[config.mk]
export PLATFORM = sky130hd
export DESIGN_NAME = add_serial
export DESIGN_NICKNAME = d
export VERILOG_FILES = /design/src/rtl/add_serial.sv
export SDC_FILE = /design/constraint.sdc
export NUM_CORES = 1
export LEC_CHECK = 0
export CAP_MARGIN = 40
export CORE_MARGIN = 3
export CORE_UTILIZATION = 30
export CTS_CLUSTER_DIAMETER = 200
export CTS_CLUSTER_SIZE = 14
export DETAILED_ROUTE_END_ITERATION = 10
export PLACE_DENSITY = 0.55
export SLEW_MARGIN = 20
export SYNTH_ARGS = -nofsm -noshare
export SYNTH_HDL_FRONTEND = slang
export SYNTH_SLANG_ARGS = --single-unit
[constraint.sdc]
create_clock -name clk -period 4.7 [get_ports clk]
set_input_delay 0.94 -clock clk [delete_from_list [all_inputs] [get_ports clk]]
set_output_delay 0.94 -clock clk [all_outputs]
set_load 0.005 [all_outputs]
[src/rtl/add_serial.sv]
// Multi-cycle adder/subtractor: adds CHUNK bits per clock over N = WIDTH/CHUNK cycles,
// then presents a registered result with carry, signed overflow and zero flags.
module add_serial #(
  parameter int unsigned WIDTH = 32,
  parameter int unsigned CHUNK = 8
) (
  input  logic             clk,
  input  logic             reset,
  input  logic             start,
  input  logic             sub,
  input  logic [WIDTH-1:0] entry0,
  input  logic [WIDTH-1:0] entry1,
  output logic             busy,
  output logic             done,
  output logic [WIDTH-1:0] result,
  output logic             carry,
  output logic             overflow,
  output logic             zero
);

  localparam int unsigned N    = (CHUNK == 0) ? 1 : WIDTH / CHUNK;
  localparam int unsigned CntW = (N > 1) ? $clog2(N) : 1;

  if (WIDTH < 2 || CHUNK < 1 || CHUNK > WIDTH ||
      ((CHUNK == 0) ? 1 : (WIDTH % CHUNK)) != 0) begin : g_bad_param
    $error("add_serial: illegal WIDTH/CHUNK combination");
  end

  typedef enum logic [1:0] {StIdle, StBusy, StDone} state_e;

  state_e            state_q, state_d;
  logic [WIDTH-1:0]  a_q, a_d, b_q, b_d, sum_q, sum_d;
  logic              cy_q, cy_d;
  logic [CntW-1:0]   cnt_q, cnt_d;
  logic              busy_q, busy_d, done_q, done_d;
  logic [WIDTH-1:0]  result_q, result_d;
  logic              carry_q, carry_d, ovf_q, ovf_d, zero_q, zero_d;

  int unsigned       base;
  logic [CHUNK-1:0]  a_chunk, b_chunk;
  logic [CHUNK:0]    chunk_full;
  logic              cin_msb;

  // Datapath for the chunk selected by the counter
  always_comb begin
    base       = 32'(cnt_q) * CHUNK;
    a_chunk    = a_q[base +: CHUNK];
    b_chunk    = b_q[base +: CHUNK];
    chunk_full = {1'b0, a_chunk} + {1'b0, b_chunk} + {{CHUNK{1'b0}}, cy_q};
    // Carry into the chunk's top bit recovered from its sum bit
    cin_msb    = a_chunk[CHUNK-1] ^ b_chunk[CHUNK-1] ^ chunk_full[CHUNK-1];
  end

  always_comb begin
    state_d  = state_q;
    a_d      = a_q;
    b_d      = b_q;
    sum_d    = sum_q;
    cy_d     = cy_q;
    cnt_d    = cnt_q;
    result_d = result_q;
    carry_d  = carry_q;
    ovf_d    = ovf_q;
    zero_d   = zero_q;

    unique case (state_q)
      StIdle, StDone: begin
        if (start) begin
          state_d = StBusy;
          a_d     = entry0;
          b_d     = sub ? ~entry1 : entry1;
          cy_d    = sub;
          cnt_d   = '0;
        end else begin
          state_d = StIdle;
        end
      end
      StBusy: begin
        sum_d[base +: CHUNK] = chunk_full[CHUNK-1:0];
        cy_d  = chunk_full[CHUNK];
        cnt_d = cnt_q + 1'b1;
        if (cnt_q == CntW'(N - 1)) begin
          state_d  = StDone;
          result_d = sum_d;
          carry_d  = chunk_full[CHUNK];
          ovf_d    = cin_msb ^ chunk_full[CHUNK];
          zero_d   = (sum_d == '0);
        end
      end
      default: state_d = StIdle;
    endcase

    busy_d = (state_d == StBusy);
    done_d = (state_d == StDone);
  end

  always_ff @(posedge clk or posedge reset) begin
    if (reset) begin
      state_q  <= StIdle;
      a_q      <= '0;
      b_q      <= '0;
      sum_q    <= '0;
      cy_q     <= 1'b0;
      cnt_q    <= '0;
      busy_q   <= 1'b0;
      done_q   <= 1'b0;
      result_q <= '0;
      carry_q  <= 1'b0;
      ovf_q    <= 1'b0;
      zero_q   <= 1'b1;
    end else begin
      state_q  <= state_d;
      a_q      <= a_d;
      b_q      <= b_d;
      sum_q    <= sum_d;
      cy_q     <= cy_d;
      cnt_q    <= cnt_d;
      busy_q   <= busy_d;
      done_q   <= done_d;
      result_q <= result_d;
      carry_q  <= carry_d;
      ovf_q    <= ovf_d;
      zero_q   <= zero_d;
    end
  end

  assign busy     = busy_q;
  assign done     = done_q;
  assign result   = result_q;
  assign carry    = carry_q;
  assign overflow = ovf_q;
  assign zero     = zero_q;

endmodule

==> impl_metrics.csv, run 1 <==
group,metric,value,unit
sta,finalSetupViolCount,0,
clock_tree,cts-root-buf,"clkbuf_16",
setup_path,critPathKind,"flip-flop to flip-flop",
setup_path,worstPathCellList,"mux4_2 > fa_1 > inv_1 > fa_1 > or3b_2 > o22ai_1 > nor4_1 > a41oi_1 > o41ai_2",
synthesis,synth_cell_types,60,
synthesis,synth_cells,665,
route,vias,5189,
global_route,grt_pass1_wl,29000,um
global_route,grt_max_degree,89,
pwr,ir_worst_vdd,0.497,mV
sta,rsz0062_at_grt,"false",
pwr,p_per_area,833,mW/mm2
layout,area_growth,29.1,%
sta,final.period_utilization,0.767,
route,viasPerCell,4.93,
clock_tree,cts_setup_buffers,0,
flow_run,drv_cap,0,
clock_tree,clkSlewWorstSetupHoldPaths,0.06,ns
layout,final_nets,842,
route,first_pass_iters,5,
setup_path,critPathTopFamily,"adder cells",
synthesis,ys_seq_elements,138,
route,drc,0,
route,wirelength,18000,um
synthesis,async_flop_share,1.00,
place,finalWeightedCongestion,0.842,
die,die_w,156,um
sta,timing.fmax,0.277,GHz
clock_tree,ctsHtreeMaxLevel,4,
pwr,combPwrFrac,0.528,
place,post-dp-hpwl,13200,um
clock_tree,cts_made_buffers,17,
layout,utilization,0.396,
die,fp.coreArea,0.0219,mm2
clock_tree,clk_latency,0.42,ns
synthesis,ys_warn_count,0,
synthesis,synth_edf_count,0,
setup_path,start_kind,"flip-flop",
clock_tree,hold_buffers,0,
layout,drive_gt1_frac,0.106,
global_route,grt_usage,0.153,
setup_path,worst-endpoint-required,5.04,ns
synthesis,syn_area,0.00671,mm2
die,initial_core_util,0.307,
route,wire_per_inst,17.1,um
global_route,grt-ovfl-total,0,
pwr,power_frac_clock,0.185,
sta,slew_headroom,0.467,
pwr,p_sw_frac,0.430,
route,route.antenna.remaining_nets,0,
setup_path,max_stage_delay,0.80,ns
pwr,power_frac_seq,0.287,
synthesis,synthFlopType,"dfrtp_1",
setup_path,crit_fanout,12,
clock_tree,clock-sinks,138,
place,place.port_buffers,104,
setup_path,arrival,3.95,ns
layout,diodes,0,
clock_tree,clock_tree.buffer_depth,2,
synthesis,ys_seq_area_frac,0.515,
layout,final_cell_mix,"nand2_1 (160), dfrtp_1 (137), clkdlybuf4s50_1 (103), o21ai_0 (52), nor2_1 (42)",
layout,fillers,2240,
setup_path,cpMostUsedCell,"fa_1",
die,die-area,0.0242,mm2
die,rows,54,
pwr,p_int,4.11,mW
synthesis,syn_nets,748,
sta,hold_viol_final,0,
sta,tightest_slew,0.800,ns
pwr,p_leak,3.78,nW
clock_tree,cts_resized,0,
global_route,grt_antenna_before_repair,0,
sta,timing.final.crit_period,3.60,ns
pwr,power_switching,3.10,mW
worst_hold_path,min_path_type,"flip-flop to flip-flop",
route,drtIter0Drc,335,
layout,layout_commonest_cell,"nand2_1",
synthesis,avgSynthCellArea,10.1,um2
setup_path,endpoint_kind,"flip-flop",
sta,final.setup.tns,0,ns
setup_path,path_buf_inv,1,
sta,skew,0.00972,ns
global_route,grt_pass1_vias,5283,
clock_tree,cts_tree,"yes",
sta,maxSlewViolCount,0,
die,die_h,156,um
die,io_pins,105,
run_status,run_status,"finished clean",
setup_path,slowest_stage,"dfrtp_1",
## cell type report
| cell class | instances | area (um2) | share of cell area |
|---|---|---|---|
| Clock buffer | 21 | 470 | 0.0543 |
| Clock inverter | 11 | 120 | 0.0139 |
| Inverter | 18 | 72.6 | 0.00838 |
| Multi-Input combinational cell | 468 | 3020 | 0.349 |
| Sequential cell | 138 | 3450 | 0.399 |
| Tap cell | 280 | 350 | 0.0405 |
| Timing Repair Buffer | 116 | 1170 | 0.135 |
## sequential cells by signal (all words and copies together) (netlist names)
name / count
a_q: 32
b_q: 32
overflow: 1
result: 32
sum_q: 32
done: 1
zero: 1
cy_q: 1
busy: 1
carry: 1
cnt_q: 2
state_q: 2
## final timing paths
check                           startpoint      end  slack [ns]  cells past startpoint
worst max-delay path              cnt_q[0]     zero        1.10                      9
worst min-delay path               a_q[19]  a_q[19]        0.47                      2
min in group asynchronous            reset  a_q[14]        0.79                      2
worst min register to register     a_q[19]  a_q[19]        0.47                      2
worst max register to register    cnt_q[0]     zero        1.10                      9
max in group asynchronous            reset     zero        3.26                      3
## synth_stat cells, types with 2 or more instances
cell type	number	area, um2
a21o_1	5	37.5
a21oi_1	16	80.1
a21oi_2	2	17.5
a221oi_1	8	70.1
a22o_1	23	201
a22o_2	4	40.0
a22oi_1	6	45.0
a31oi_1	4	25.0
a32oi_1	4	35.0
a41oi_1	2	17.5
and4bb_2	2	25.0
buf_1	2	7.51
buf_2	8	40.0
buf_4	2	15.0
clkbuf_1	29	109
dfrtp_1	137	3430
fa_1	2	40.0
ha_1	13	163
inv_1	16	60.1
inv_2	2	7.51
mux2i_1	2	20.0
mux4_2	16	360
nand2_1	160	601
nand2b_1	2	12.5
nand3_1	4	20.0
nand3b_1	2	15.0
nor2_1	42	158
nor2b_1	9	56.3
nor3_1	2	10.0
nor4_1	9	56.3
o21ai_0	52	260
o21ai_1	7	35.0
o22a_1	4	35.0
o31ai_1	2	15.0
o32a_1	4	40.0
or3_1	3	18.8
xnor2_1	33	289
xor2_1	3	26.3
## worst reg2reg max path, delay by kind of cell, from the launching register on
family / cells / cell delay, ns
multiplexers: 1 / 0.62
AND/OR/NAND/NOR: 2 / 0.57
AO/OA/AOI/OAI: 3 / 0.50
adder cells (fa/ha/maj): 2 / 0.94
flip-flops: 1 / 0.80
buffers and inverters: 1 / 0.08
## power by group through the flow
| stage | registers, mW | logic (mW) | clock network [mW] |
|---|---|---|---|
| floorplan | 1.95 | 2.49 | 0 |
| global placement | 2.10 | 3.71 | 0 |
| detailed placement | 2.10 | 3.79 | 0 |
| CTS | 2.09 | 3.81 | 1.36 |
| global route | 2.15 | 4.17 | 1.40 |
| finish | 2.07 | 3.81 | 1.33 |
## per-layer routing
layer,global-route usage,vias up,wire (um)
li1,-,2509,-
met1,0.204,2489,8150
met3,0.0361,32,806
met5,0,-,0
met2,0.246,159,8610
met4,0.0529,0,427
## kinds of logic after synthesis
logic type,Yosys count,synth area share
AND/OR/NAND/NOR,250,0.165
XOR/XNOR,36,0.0470
multiplexers,18,0.0567
buffers and inverters,59,0.0356
flip-flops,138,0.515
adder cells (fa/ha/maj),15,0.0302
AO/OA/AOI/OAI,149,0.151
## through the flow
stage / total power [mW] / instances / instance area (um2) / hold slack (ns) / setup slack, ns
floorplan: 4.44 / 665 / 6710 / 0.440 / 0.0655
detailed placement: 5.89 / 1019 / 8040 / 0.461 / 1.06
finish: 7.21 / 1052 / 8660 / 0.471 / 1.10
global placement: 5.81 / 1017 / 8020 / 0.455 / 1.10
CTS: 7.25 / 1051 / 8630 / 0.478 / 1.05
global route: 7.72 / 1052 / 8660 / 0.496 / 0.778
No activity file was read; power rests on OpenSTA's default activity.
==> inputs of run 2 (changes only) <==
==> constraint.sdc (replaced) <==
create_clock -name clk -period 3.1 [get_ports clk]
set_input_delay 0.62 -clock clk [delete_from_list [all_inputs] [get_ports clk]]
set_output_delay 0.62 -clock clk [all_outputs]
set_load 0.005 [all_outputs]
==> run 2 against run 1 <==
Net effect: via count down 0.17%; critical path depth unchanged; total power grew 56%; critical endpoint unchanged; largest cell class unchanged.
==> impl_metrics.csv, run 2 (synthesized netlist as in run 1, its figures left out) <==
group,metric,value,unit
global_route,grt_usage,0.159,
route,first_pass_iters,5,
route,viasPerCell,4.83,
die,fp.coreArea,0.0219,mm2
setup_path,crit_fanout,5,
clock_tree,hold_buffers,0,
layout,diodes,0,
sta,hold_slack,0.472,ns
worst_hold_path,min_path_type,"flip-flop to flip-flop",
place,place.port_buffers,104,
pwr,ir_worst_vdd,0.728,mV
global_route,grt_antenna_before_repair,0,
global_route,met3_usage,0.0422,
die,die_h,156,um
pwr,p_leak,3.85,nW
clock_tree,clkSlewWorstSetupHoldPaths,0.06,ns
layout,drive_gt1_frac,0.130,
sta,tightest_slew,0.594,ns
setup_path,critPathKind,"flip-flop to flip-flop",
die,rows,54,
die,io_pins,105,
layout,final_nets,863,
global_route,grt-ovfl-total,0,
setup_path,startpoint,"cnt_q[0]",
setup_path,r2r_start,"cnt_q[0]",
sta,maxSlewViolCount,0,
setup_path,worst-endpoint-required,3.44,ns
clock_tree,cts_made_buffers,17,
setup_path,start_kind,"flip-flop",
global_route,grt_pass1_vias,5243,
clock_tree,cts_tree,"yes",
route,route.antenna.remaining_nets,0,
layout,area_growth,31.0,%
sta,finalSetupViolCount,0,
clock_tree,clk_latency,0.42,ns
route,vias,5180,
layout,final_cell_mix,"nand2_1 (160), dfrtp_1 (136), clkdlybuf4s50_1 (103), o21ai_0 (52), nor2_1 (42)",
layout,fillers,2211,
global_route,use_met2,0.253,
global_route,grt_pass1_wl,29600,um
global_route,use_met1,0.215,
die,die_w,156,um
place,post-dp-hpwl,13400,um
clock_tree,cts-root-buf,"clkbuf_16",
die,die-area,0.0242,mm2
pwr,p_per_area,1280,mW/mm2
clock_tree,ctsHtreeMaxLevel,4,
flow_run,drv_cap,0,
route,drtIter0Drc,360,
die,initial_core_util,0.307,
route,drc,0,
sta,skew,0.00596,ns
sta,timing.final.crit_period,2.96,ns
sta,rsz0062_at_grt,"false",
setup_path,endpoint_kind,"flip-flop",
clock_tree,clock-sinks,138,
global_route,top_usage_layer,"met2",
place,finalWeightedCongestion,0.835,
layout,layout_commonest_cell,"nand2_1",
setup_path,arrival,3.30,ns
route,wirelength,18500,um
global_route,grt_max_degree,99,
sta,timing.fmax,0.338,GHz
sta,final.setup.tns,0,ns
sta,slew_headroom,0.604,
sta,final.period_utilization,0.956,
route,wire_per_inst,17.2,um
worst_hold_path,hold_start,"a_q[28]",
clock_tree,clock_tree.buffer_depth,2,
run_status,run_status,"finished clean",
sta,hold_viol_final,0,
setup_path,r2r_slack,0.14,ns
[run 2: cell count changes in the layout (fill, tap and decap cells not counted), moves of 2 or more]
cell / before / now
clkbuf_1: 1 / 6
clkbuf_8: 3 / 1
fa_1: 2 / 0
bufinv_16: 2 / 0
buf_4: 9 / 26
fa_2: 0 / 2
clkinv_4: 2 / 0
buf_12: 2 / 7
[run 2: layout make-up]
type | instances | area (um2) | share of cell area
sequential | 138 | 3460 | 0.393
multi-input combinational | 468 | 3040 | 0.345
timing repair buffer | 137 | 1370 | 0.156
clock buffer | 24 | 462 | 0.0525
tap | 280 | 350 | 0.0398
inverter | 18 | 71.3 | 0.00811
clock inverter | 8 | 47.5 | 0.00541
[run 2: final timing paths]
| kind | endpoint | depth (start not counted) |
|---|---|---|
| max | zero | 9 |
| min | a_q[28] | 2 |
| max reg2reg | zero | 9 |
| min reg2reg | a_q[28] | 2 |
| max in group asynchronous | state_q[0] | 4 |
| min in group asynchronous | a_q[6] | 3 |
[run 2: stage by stage]
stage               instance area (um2)   util  power [mW]  std cells  worst slack [ns]
floorplan                          6740      -        6.79        665            0.0173
global placement                   8230  0.376        9.39       1038             0.113
detailed placement                 8250  0.377        9.48       1039            0.0449
CTS                                8760  0.400        11.3       1071            0.0541
global route                       8790  0.402        12.1       1073           0.00772
finish                             8790  0.402        11.3       1073             0.138
[run 2: what timing repair did]
action	4_1_cts	5_1_grt
resized for setup	0	3
endpoints found under the setup margin	0	16
buffers inserted	0	1
endpoints found under the hold margin	0	0
[run 2: report_power, final]
group	total [mW]	switching [mW]	internal (mW)
registers	3.08	0.491	2.59
clock network	1.79	0.759	1.03
logic	6.39	3.57	2.82
[run 2: per-layer routing]
metal  wire, um  vias to the layer above
met1       8490                     2486
met3        871                       18
li1           -                     2545
met5          0                        -
met2       8860                      131
met4        255                        0
[run 2: critical path, cell delays in order (launching register included)]
cell and delay [ns]:
dfrtp_2 0.44, mux4_2 0.54, fa_2 0.39, inv_2 0.06, fa_2 0.46, or3b_4 0.39
o22ai_2 0.16, nor4_1 0.08, a41oi_1 0.26, o41ai_2 0.11
